$ cat config.mk
export PLATFORM = sky130hd
export DESIGN_NAME = y_adder
export DESIGN_NICKNAME = d
export VERILOG_FILES = /design/src/rtl/y_adder.sv
export SDC_FILE = /design/constraint.sdc
export NUM_CORES = 1
export LEC_CHECK = 0
export ABC_AREA = 1
export BUFFER_PORTS_ARGS = -buffer_cell sky130_fd_sc_hd__buf_4
export CAP_MARGIN = 0
export CELL_PAD_IN_SITES_DETAIL_PLACEMENT = 1
export CELL_PAD_IN_SITES_GLOBAL_PLACEMENT = 1
export CORE_UTILIZATION = 31
export CTS_CLUSTER_DIAMETER = 30
export DETAILED_ROUTE_END_ITERATION = 7
export PLACE_DENSITY = 0.81
export SYNTH_ARGS = -nofsm -noshare
export SYNTH_HDL_FRONTEND = slang
export SYNTH_SLANG_ARGS = --single-unit
$ cat constraint.sdc
create_clock -name clk -period 19.55 [get_ports clk]
set_input_delay 1.955 -clock clk [delete_from_list [all_inputs] [get_ports clk]]
set_output_delay 1.955 -clock clk [all_outputs]
set_load 0.005 [all_outputs]
$ cat src/rtl/y_adder.sv
// ---------------------------------------------------------------------------
// y_adder -- WIDTH-bit ripple-carry adder, z = a + b + cin, with carry-out.
//
// Datapath adder for the ALU/CPU lab blocks. Addition only: callers that
// need subtraction invert b themselves and drive cin = 1.
//
// Two views of the result:
//   * combinational z/cout, zero latency, pure function of a/b/cin
//   * registered z_r/cout_r/valid_r, captured on clk when in_valid is high
//
// Ports
//   clk      in   1      rising-edge clock for the output register stage
//   rst      in   1      async active-high reset, clears register stage only
//   a        in   WIDTH  operand A (sign-agnostic bit pattern)
//   b        in   WIDTH  operand B
//   cin      in   1      carry into bit 0
//   in_valid in   1      qualifies a/b/cin for capture
//   z        out  WIDTH  combinational sum (low WIDTH bits of a+b+cin)
//   cout     out  1      combinational carry out of bit WIDTH-1
//   z_r      out  WIDTH  registered z
//   cout_r   out  1      registered cout
//   valid_r  out  1      high the cycle after a captured in_valid
//   ovf      out  1      signed overflow, combinational   (YADDER_OVERFLOW_EN)
//   ovf_r    out  1      registered ovf                    (YADDER_OVERFLOW_EN)
//
// Optional feature macro: YADDER_OVERFLOW_EN
//   Defined   -> adds ovf/ovf_r two's-complement overflow outputs.
//   Undefined -> those ports and their logic are absent.
//
// Parameter
//   WIDTH  operand/sum width in bits, must be >= 2 (default 32)
// ---------------------------------------------------------------------------

// One full-adder slice of the ripple chain.
module y_adder_fa (
    input  logic i_a,
    input  logic i_b,
    input  logic i_c,
    output logic o_s,
    output logic o_c
);
    logic w_p;

    // Propagate term is shared by sum and carry.
    assign w_p = i_a ^ i_b;
    assign o_s = w_p ^ i_c;
    assign o_c = (i_a & i_b) | (i_c & w_p);
endmodule

module y_adder #(
    parameter int WIDTH = 32
) (
    input  logic             clk,
    input  logic             rst,
    input  logic [WIDTH-1:0] a,
    input  logic [WIDTH-1:0] b,
    input  logic             cin,
    input  logic             in_valid,
    output logic [WIDTH-1:0] z,
    output logic             cout,
    output logic [WIDTH-1:0] z_r,
    output logic             cout_r,
    output logic             valid_r
`ifdef YADDER_OVERFLOW_EN
    ,
    output logic             ovf,
    output logic             ovf_r
`endif
);

    // Carry chain: w_c[0] is cin, w_c[WIDTH] is the carry out.
    logic [WIDTH:0]   w_c;
    logic [WIDTH-1:0] w_s;

    logic [WIDTH-1:0] r_z;
    logic             r_cout;
    logic             r_valid;

    assign w_c[0] = cin;

    genvar gi;
    generate
        for (gi = 0; gi < WIDTH; gi++) begin : g_slice
            y_adder_fa u_fa (
                .i_a (a[gi]),
                .i_b (b[gi]),
                .i_c (w_c[gi]),
                .o_s (w_s[gi]),
                .o_c (w_c[gi+1])
            );
        end
    endgenerate

    assign z    = w_s;
    assign cout = w_c[WIDTH];

    // Result registers hold when in_valid is low; only the valid flag drops.
    always_ff @(posedge clk or posedge rst) begin
        if (rst) begin
            r_z     <= '0;
            r_cout  <= 1'b0;
            r_valid <= 1'b0;
        end else begin
            r_valid <= in_valid;
            if (in_valid) begin
                r_z    <= w_s;
                r_cout <= w_c[WIDTH];
            end
        end
    end

    assign z_r     = r_z;
    assign cout_r  = r_cout;
    assign valid_r = r_valid;

`ifdef YADDER_OVERFLOW_EN
    // Signed overflow: carry into the sign bit differs from carry out of it.
    logic w_ovf;
    logic r_ovf;

    assign w_ovf = w_c[WIDTH-1] ^ w_c[WIDTH];

    always_ff @(posedge clk or posedge rst) begin
        if (rst) begin
            r_ovf <= 1'b0;
        end else if (in_valid) begin
            r_ovf <= w_ovf;
        end
    end

    assign ovf   = w_ovf;
    assign ovf_r = r_ovf;
`endif

endmodule

# ---- After elaboration in Yosys (flattened, before gate mapping)
# Cells that the tools add are included.
dict set report op_classes {
  n_bitwise 160
}
# op count
set op_table {}
lappend op_table {{$and A1 B1 Y1} 64}
lappend op_table {{$xor A1 B1 Y1} 64}
lappend op_table {{$or A1 B1 Y1} 32}
dict set report word_totals {
  reg_bits 34
  inputBits 68
  word_cells 163
  output_inout_bits 67
}

# ---- Logic depth before layout (Yosys ltp)
# Gate-level depths: netlist of run 1.
dict set report logic_depth {
  word_depth 65
  depth_mapped 38
  ltp_nobuf 38
}

# ---- Hierarchy
# From an unflattened synthesis of run 1, not the netlist that was laid out.
dict set report unflattened {
  hier_cells 174
  area_unflattened_um2 1974.4
}
# mod seq_area_each_um2 cells_each instances area_per_inst_um2
set by_module_without_submodules {}
lappend by_module_without_submodules {y_adder 850.8 142 1 1333.8}
lappend by_module_without_submodules {y_adder_fa 0.0 1 32 20.0}

# ---- Worst setup path before layout of run 1
# No wires, ideal clock.
dict set report synth_path {
  path_type {in2out}
  from {in a[0]}
  to {out z[31]}
  path_buffers 1
  cell_stages 37
  setup_slack_ns 3.383
  arrival_ns 14.212
  required_time_ns 17.595
  cell_sequence {fa_1 > fa_1 > fa_1 > fa_1 > fa_1 > fa_1 > fa_1 > fa_1 > fa_1 > inv_1 > fa_1 > inv_1 > fa_1 > fa_1 > fa_1 > fa_1 > fa_1 > fa_1 > fa_1 > fa_1 > fa_1 > fa_1 > fa_1 > fa_1 > fa_1 > fa_1 > fa_1 > fa_1 > fa_1 > fa_1 > fa_1 > fa_1 > fa_1 > inv_1 > fa_1 > inv_1 > buf_4}
}
dict set report synth_between {
  elab_chain_cells 64
  elab_cells_between_ends 65
  classes_between {65 x bitwise}
}
# item line
set synth_lines {}
lappend synth_lines {{from (decl)} 55} ;# input logic [WIDTH-1:0] a,
lappend synth_lines {{$xor A1 B1 Y1} 45} ;# assign w_p = i_a ^ i_b;
lappend synth_lines {{$and A1 B1 Y1} 47} ;# assign o_c = (i_a & i_b) | (i_c & w_p);
lappend synth_lines {{$or A1 B1 Y1 *} 47}
lappend synth_lines {{$and A1 B1 Y1 *} 47}
lappend synth_lines {{$or A1 B1 Y1 *} 47}
lappend synth_lines {{$and A1 B1 Y1 *} 47}
lappend synth_lines {{$or A1 B1 Y1 *} 47}
lappend synth_lines {{$and A1 B1 Y1 *} 47}
lappend synth_lines {{[... 48 more ...]} --}
lappend synth_lines {{$or A1 B1 Y1 *} 47}
lappend synth_lines {{$and A1 B1 Y1 *} 47}
lappend synth_lines {{$or A1 B1 Y1 *} 47}
lappend synth_lines {{$and A1 B1 Y1 *} 47}
lappend synth_lines {{$or A1 B1 Y1 *} 47}
lappend synth_lines {{$and A1 B1 Y1 *} 47}
lappend synth_lines {{$or A1 B1 Y1 *} 47}
lappend synth_lines {{$xor A1 B1 Y1 *} 46} ;# assign o_s = w_p ^ i_c;
lappend synth_lines {{to (decl)} 59} ;# output logic [WIDTH-1:0] z,
# Mark *: on every way between the ends. The rest lies on a longest branch, timed or not.

# ---- Worst setup path after layout of run 1
# Same ends and word-level chain as after synthesis.

==> flow_summary.json, run 1 <==
{
  "place_congestion": 0.7727,
  "multi_input_area_mm2": 0.001037,
  "max_cap_viol_count": 0,
  "power_density_mw_per_mm2": 73.79,
  "min_path_type": "flip-flop to flip-flop",
  "io_pins": 135,
  "dp_hpwl_um": 4495,
  "core_mm2": 0.006907,
  "die_h_um": 87.24,
  "htreeDepth": 2,
  "tightest_slew_ns": 0.4409,
  "clock-sinks": 34,
  "holdBufCountCts": 0,
  "syn_nets": 316,
  "wl_um": 5410,
  "yosysSeqAreaShare_pct": 37.78,
  "synth_seq_cells": 34,
  "yosysUniqueCellTypes": 9,
  "fmax_ghz": 0.05921,
  "fp.dieW_um": 87.24,
  "clock_skew_ns": 0,
  "fp-row-count": 30,
  "leakagePower_nw": 1.694,
  "cts_made_buffers": 5,
  "avgSynthCellArea_um2": 10.43,
  "maxSlewViolCount": 0,
  "final_util_pct": 45.62,
  "crit_family": "adder cells",
  "drtIter0Drc": 40,
  "layout.nets": 419,
  "postRouteAntennaNets": 0,
  "worstPathArrival_ns": 14.94,
  "syn-cell-area_mm2": 0.002252,
  "holdPathEnd": "z_r[26]",
  "first_pass_iters": 4,
  "area_growth_pct": 39.89,
  "grt_pass1_wl_um": 8818,
  "die-area_mm2": 0.007610,
  "antenna_cells": 0,
  "synth_cells": 216,
  "critical-path-max-stage-delay_ns": 0.43,
  "status": "complete, no violations",
  "setup_viol": 0,
  "grt_util_all_layers_pct": 15.30,
  "rsz0062_at_grt": "no",
  "rr_endpoint": "z_r[1]",
  "fillers": 843,
  "pre_cts_ws_ns": 2.625,
  "timing.rr.start": "z_r[1]",
  "whs_path_depth": 2,
  "finalSetupTns_ns": 0,
  "initial_core_util_pct": 32.61,
  "reg2reg_depth": 2,
  "grt_pass1_vias": 1916,
  "post_cts_buffers": 0,
  "slew_headroom_pct": 70.60,
  "grt_remaining_overflow": 0,
  "cp-end-kind": "output pin",
  "path_buf_inv": 6,
  "fin_cells": 415,
  "port-buffer-count": 134,
  "place_inst": 408,
  "worstHoldStart": "z_r[26]",
  "cp_common_cell": "fa_1",
  "vias_per_cell": 4.145,
  "drive_gt1_share_pct": 47.34,
  "clockRootBuffer": "clkbuf_8",
  "r2r_slack_ns": 18.91,
  "final-seq-area_um2": 850.8,
  "worstSetupStartpointType": "input port",
  "vias": 1720,
  "fin_crit_sh_pct": 86.40,
  "insertion_delay_ns": 0.27,
  "cts_max_path_buffers": 2,
  "period_minus_slack_ns": 16.89,
  "drc": 0,
  "cts.clk_slew.worst_paths_ns": 0.06,
  "p_total_mw": 0.2325,
  "critical_path_class": "input port to output pin",
  "ys_warn_count": 0,
  "cp_max_fo": 2,
  "setup_ws_ns": 2.660,
  "grt_max_degree": 36,
  "cts_tree": "done",
  "ir_drop_mv": 0.02839,
  "slowest_stage": "fa_1",
  "avgRoutedWirePerCell_um": 13.04,
  "required_ns": 17.59,
  "cts-resized-gates": 0,
  "hold_viol": 0,
  "antenna_found_initial": 0
}
state kept, by name (all words and copies together) (netlist names):
signal / cells
valid_r: 1
cout_r: 1
z_r: 32
final cells by class:
class / count / area share (%)
Inverter: 12 / 1.668
Multi-Input combinational cell: 131 / 32.92
Timing Repair Buffer: 135 / 32.17
Sequential cell: 34 / 27.01
Clock buffer: 7 / 2.423
Tap cell: 96 / 3.813
worst min-delay path: stages (launching register included):
cell and delay (ns):
dfrtp_1 0.34, nand2_1 0.05, nand2_1 0.04
placed cells by master, fill, tap and decap left out:
master and n:
buf_4 135, clkbuf_1 2, clkbuf_8 5, dfrtp_1 34, fa_1 32, inv_1 11, inv_8 1, nand2_1 89
nand2_2 10
cells in the mapped netlist:
library cell  number  share of area [%]
buf_6              3                1.5
nand2_1           89                 15
inv_1             11                1.8
dfrtp_1           34                 38
buf_8              1               0.67
inv_8              1               0.50
fa_1              32                 28
nand2_2           10                2.8
buf_4             35                 12
routing by layer:
| layer | track usage, % | vias up | share of wire, % |
|---|---|---|---|
| li1 | - | 812 | - |
| met1 | 15.70 | 828 | 35 |
| met2 | 30.42 | 74 | 57 |
| met3 | 3.886 | 6 | 6.7 |
| met4 | 4.024 | 0 | 1.1 |
| met5 | 0 | - | 0 |
cells by family (layout without fill, tap and decap cells):
family / after synthesis / in the layout / share of synthesized area [%]
simple gates: 99 / 99 / 17.61
buf+inv: 51 / 154 / 16.17
flops: 34 / 34 / 37.78
fa+ha+maj: 32 / 32 / 28.44
power breakdown:
part	leakage (nW)	internal, mW	switching (mW)
clock network	0.0383	0.0245	0.0226
logic	1.24	0.0552	0.0395
registers	0.414	0.0830	0.00755
total	1.69	0.163	0.0697
per-stage QoR:
step	area, um2	hold slack (ns)
3_5_place_dp	3074	0.4596
6_report	3151	0.4707
3_3_place_gp	3074	0.4554
4_1_cts	3151	0.4761
2_1_floorplan	2252	0.4641
5_1_grt	3151	0.4967
worst max-delay path by stage:
stage	cells past startpoint	from	to	slack, ns
floorplan	37	a[0]	z[31]	3.38
global placement	38	a[0]	z[31]	2.84
detailed placement	38	a[0]	z[31]	2.63
CTS	38	a[0]	z[31]	2.60
global route	38	a[0]	z[31]	2.26
finish	38	a[0]	z[31]	2.66
No activity file was read; power rests on OpenSTA's default activity.
==> run 2, diff against run 1 <==
- REMOVE_ABC_BUFFERS: default -> 1
==> run 2 against run 1 <==
Against the previous run:
- critical path depth unchanged
- global-route usage is 0.73 points higher
- die area is the same
- clock power grew 14%
- final area up 0.48%
- via count up 0.76%
- routed wire length rose by 7.5%
- sequential cell count stayed put
- setup slack improved by 0.029 ns
- largest power group unchanged
==> flow_summary.json, run 2 (same netlist as run 1, synthesis figures left out) <==
{
  "postRouteAntennaNets": 0,
  "core_mm2": 0.006907,
  "grt_pass1_vias": 1977,
  "final-seq-area_um2": 850.8,
  "initial_core_util_pct": 32.61,
  "grt_max_degree": 36,
  "insertion_delay_ns": 0.28,
  "clock_skew_ns": 0,
  "setup_viol": 0,
  "worstPathArrival_ns": 14.91,
  "fp-row-count": 30,
  "grt_remaining_overflow": 0,
  "grt_pass1_wl_um": 9239,
  "antenna_found_initial": 0,
  "port-buffer-count": 134,
  "fin_area_mm2": 0.003166,
  "avgRoutedWirePerCell_um": 13.99,
  "hold_viol": 0,
  "largest_reg_flops": 32,
  "finalSetupTns_ns": 0,
  "min_path_type": "flip-flop to flip-flop",
  "r2r_slack_ns": 18.92,
  "cts.clk_slew.worst_paths_ns": 0.07,
  "final_common_cell": "buf_4",
  "cts_max_path_buffers": 2,
  "ir_drop_mv": 0.02658,
  "clockRootBuffer": "clkbuf_8",
  "drtIter0Drc": 24,
  "slew_headroom_pct": 70.88,
  "drive_gt1_share_pct": 47.81,
  "place_congestion": 0.7579,
  "post_cts_buffers": 0,
  "maxSlewViolCount": 0,
  "placed_area_mm2": 0.003074,
  "grt_util_all_layers_pct": 16.03,
  "drc": 0,
  "cp_common_cell": "fa_1",
  "vias": 1733,
  "cts_tree": "done",
  "fmax_ghz": 0.05931,
  "tightest_slew_ns": 0.4367,
  "die-area_mm2": 0.007610,
  "period_minus_slack_ns": 16.86,
  "multi_input_area_mm2": 0.001037,
  "final_cell_mix": "buf_4 (135), nand2_1 (89), dfrtp_1 (34), fa_1 (32), inv_1 (11)",
  "max_cap_viol_count": 0,
  "leakagePower_nw": 1.704,
  "cts_made_buffers": 5,
  "die_h_um": 87.24,
  "fillers": 860,
  "slowest_stage": "fa_1",
  "critical-path-max-stage-delay_ns": 0.45,
  "area_growth_pct": 40.56,
  "required_ns": 17.59,
  "io_pins": 135,
  "htreeDepth": 2,
  "holdBufCountCts": 0,
  "fp.dieW_um": 87.24,
  "vias_per_cell": 4.166,
  "cts-resized-gates": 0,
  "critical_path_class": "input port to output pin",
  "first_pass_iters": 3,
  "clock-sinks": 34,
  "worstSetupStartpointType": "input port",
  "layout.nets": 419,
  "cp_max_fo": 2,
  "dp_hpwl_um": 4823,
  "cp-end-kind": "output pin",
  "fin_crit_sh_pct": 86.25,
  "antenna_cells": 0,
  "power_density_mw_per_mm2": 76.26,
  "wl_um": 5818,
  "status": "complete, no violations",
  "rsz0062_at_grt": "no"
}
run 2: cell types whose count changed in the layout (fill, tap and decap cells not counted):
cell	before	now
clkbuf_1	2	1
clkbuf_8	5	6
clkinv_2	0	1
run 2: critical path: cells and delay by family:
| kind | cells | cell delay [ns] |
|---|---|---|
| buffers and inverters | 6 | 0.52 |
| adders and majority gates | 32 | 12.44 |
run 2: report_power, final:
group / total, mW / internal (mW) / leakage (nW) / switching [mW]
sequential: 0.0907 / 0.0830 / 0.414 / 0.00772
combinational: 0.0970 / 0.0558 / 1.24 / 0.0412
clock: 0.0537 / 0.0284 / 0.0482 / 0.0252
run 2: per-layer routing:
| layer | wire length (um) | GRT usage [%] | part of all wire, % | vias up |
|---|---|---|---|---|
| met2 | 3227 | 30.64 | 55 | 80 |
| met5 | 0 | 0 | 0 | - |
| met3 | 320 | 3.791 | 5.5 | 10 |
| li1 | - | - | - | 807 |
| met1 | 2152 | 17.58 | 37 | 836 |
| met4 | 119 | 4.471 | 2.0 | 0 |
run 2: path summary, 6_finish.rpt:
check                           startpoint  cells past startpoint  endpoint
worst max-delay path                  a[0]                     38     z[31]
worst max register to register     z_r[18]                      2   z_r[18]
worst min-delay path                z_r[2]                      2    z_r[2]
min in group asynchronous              rst                      3   z_r[19]
max in group asynchronous              rst                      3   z_r[12]
worst min register to register      z_r[2]                      2    z_r[2]
run 2: area by class of cell:
cell class	instances	share of cell area, %
Multi-Input combinational cell	131	32.77
Timing Repair Buffer	135	32.02
Clock inverter	1	0.1581
Tap cell	96	3.794
Inverter	12	1.660
Sequential cell	34	26.88
Clock buffer	7	2.727
run 2: per-stage QoR:
stage          hold WS [ns]  setup slack [ns]  utilization [%]  total power, mW  std cells
5_1_grt              0.5019             2.312            45.83           0.2601        416
4_1_cts              0.4770             2.625            45.83           0.2451        416
3_3_place_gp         0.4560             2.861            44.51           0.1865        408
3_5_place_dp         0.4601             2.637            44.51           0.1912        408
2_1_floorplan        0.4654             3.469                -           0.1264        177
6_report             0.4736             2.689            45.83           0.2414        416
==> run 3, diff against run 2 <==
- ABC_AREA: 1 -> default
- CORE_UTILIZATION: 31 -> 33
==> run 3 against run 2 <==
Against the previous run:
- clock power increased by 11%
- sequential cell count unchanged
- sequential share of layout area decreased by 0.35 points
- utilization increased by 3.3 points
- largest power group unchanged
==> flow_summary.json, run 3 <==
{
  "antenna_cells": 0,
  "timing.rr.start": "z_r[30]",
  "cts-resized-gates": 0,
  "critical-path-max-stage-delay_ns": 0.44,
  "grt_pass1_vias": 1663,
  "finalSetupTns_ns": 0,
  "ir_drop_mv": 0.03299,
  "syn-cell-area_mm2": 0.002290,
  "drtIter0Drc": 27,
  "cts_max_path_buffers": 2,
  "antenna_found_initial": 0,
  "fp.dieW_um": 85.30,
  "grt_max_degree": 38,
  "layout.nets": 355,
  "yosys-top-cells-count": "dfrtp_1 (34), buf_4 (32), fa_1 (32), mux2_4 (24), inv_1 (11)",
  "max_cap_viol_count": 0,
  "avgRoutedWirePerCell_um": 15.14,
  "clock-sinks": 34,
  "worstHoldStart": "z_r[20]",
  "period_minus_slack_ns": 16.96,
  "slowest_stage": "fa_1",
  "worstSetupStartpointType": "input port",
  "die-area_mm2": 0.007275,
  "p_total_mw": 0.2685,
  "cts_tree": "done",
  "cp-end-kind": "output pin",
  "postRouteAntennaNets": 0,
  "final_common_cell": "buf_4",
  "synth-edff-count": 0,
  "vias_per_cell": 4.453,
  "fin_area_mm2": 0.003207,
  "rsz0062_at_grt": "no",
  "leakagePower_nw": 1.625,
  "place_inst": 325,
  "core_mm2": 0.006531,
  "tightest_slew_ns": 0.6004,
  "fmax_ghz": 0.05897,
  "whs_path_depth": 1,
  "synth_seq_cells": 34,
  "post_cts_buffers": 0,
  "holdPathEnd": "z_r[20]",
  "insertion_delay_ns": 0.27,
  "synth_top_cell_area_share_pct": 37.16,
  "area_growth_pct": 40.05,
  "power_density_mw_per_mm2": 83.71,
  "io_pins": 135,
  "hold_viol": 0,
  "cp_max_fo": 2,
  "wl_um": 5040,
  "clock_skew_ns": 0,
  "first_pass_iters": 4,
  "required_ns": 17.59,
  "fin_cells": 333,
  "worstPathArrival_ns": 15.00,
  "placed_area_mm2": 0.003097,
  "slew_headroom_pct": 59.97,
  "grt_remaining_overflow": 0,
  "final_cell_mix": "buf_4 (135), dfrtp_1 (34), fa_1 (32), mux2_4 (24), inv_1 (11)",
  "grt_pass1_wl_um": 8114,
  "yosysTopAreaCell": "dfrtp_1",
  "holdBufCountCts": 0,
  "r2r_slack_ns": 18.77,
  "ys_async_sr_fraction_pct": 100.0,
  "cts.clk_slew.worst_paths_ns": 0.07,
  "reg2reg_depth": 1,
  "synth_cells": 149,
  "setup_ws_ns": 2.593,
  "avgSynthCellArea_um2": 15.37,
  "synth-main-ff-cell": "dfrtp_1",
  "dp_hpwl_um": 4207,
  "vias": 1483,
  "critical_path_class": "input port to output pin",
  "yosysUniqueCellTypes": 10,
  "min_path_type": "flip-flop to flip-flop",
  "drc": 0,
  "place_congestion": 0.6564,
  "maxSlewViolCount": 0,
  "initial_core_util_pct": 35.06,
  "pre_cts_ws_ns": 2.501,
  "fp-row-count": 29,
  "cp_common_cell": "fa_1",
  "rr_endpoint": "z_r[30]",
  "setup_viol": 0,
  "port-buffer-count": 134,
  "drive_gt1_share_pct": 67.58,
  "cts_made_buffers": 5,
  "die_h_um": 85.30,
  "largest_reg_flops": 32,
  "holdWs_ns": 0.5100,
  "ys_warn_count": 0,
  "grt_util_all_layers_pct": 14.63,
  "netlist_top_cells_area": "dfrtp_1 (37%), fa_1 (28%), mux2_4 (16%)",
  "fillers": 679,
  "htreeDepth": 2,
  "fin_crit_sh_pct": 86.74,
  "final_util_pct": 49.10,
  "status": "complete, no violations",
  "yosysSeqAreaShare_pct": 37.16,
  "synth_most_common_cell": "dfrtp_1",
  "clockRootBuffer": "clkbuf_8"
}
==> run 3: worst max-delay path by stage <==
stage | start | endpoint | slack (ns) | depth (start not counted)
2_1_floorplan | a[0] | z[31] | 3.46 | 36
3_3_place_gp | a[0] | z[31] | 2.79 | 38
3_5_place_dp | a[0] | z[31] | 2.50 | 38
4_1_cts | a[0] | z[31] | 2.49 | 38
5_1_grt | a[0] | z[31] | 2.05 | 38
6_report | a[0] | z[31] | 2.59 | 38
==> run 3: cell families (layout without fill, tap and decap cells) <==
family                     after synthesis  count (layout)  synth area share (%)
buffers and inverters                   47             154                 15.03
DFF                                     34              34                 37.16
adders and majority gates               32              32                 27.98
muxes                                   30              30                 18.69
AOI/OAI and AO/OA                        3               3                0.6555
and+or+nand+nor                          3               3                0.4918
==> run 3: routing by layer <==
| layer | up-vias | wire length, um | track usage, % |
|---|---|---|---|
| li1 | 656 | - | - |
| met1 | 752 | 1879 | 16.09 |
| met2 | 73 | 2814 | 27.71 |
| met3 | 2 | 324 | 4.086 |
| met4 | 0 | 22 | 3.636 |
| met5 | - | 0 | 0 |
==> run 3: cell type report <==
cell class,instances,area (um2),area share [%]
well taps,77,96.34,3.004
clock buffers,8,110.1,3.433
multi-input cells,68,1095,34.14
inverters,11,41.29,1.288
flip-flops and latches,34,850.8,26.53
repair buffers,135,1013,31.60
==> run 3: where the power goes <==
part / total, mW / switching [mW] / internal [mW]
registers: 0.0961 / 0.00924 / 0.0869
logic: 0.113 / 0.0391 / 0.0735
clock network: 0.0597 / 0.0242 / 0.0356
==> run 3: critical path, delay by kind of cell <==
family | cells | cell delay [ns]
buffers and inverters | 6 | 0.53
adders and majority gates | 32 | 12.52
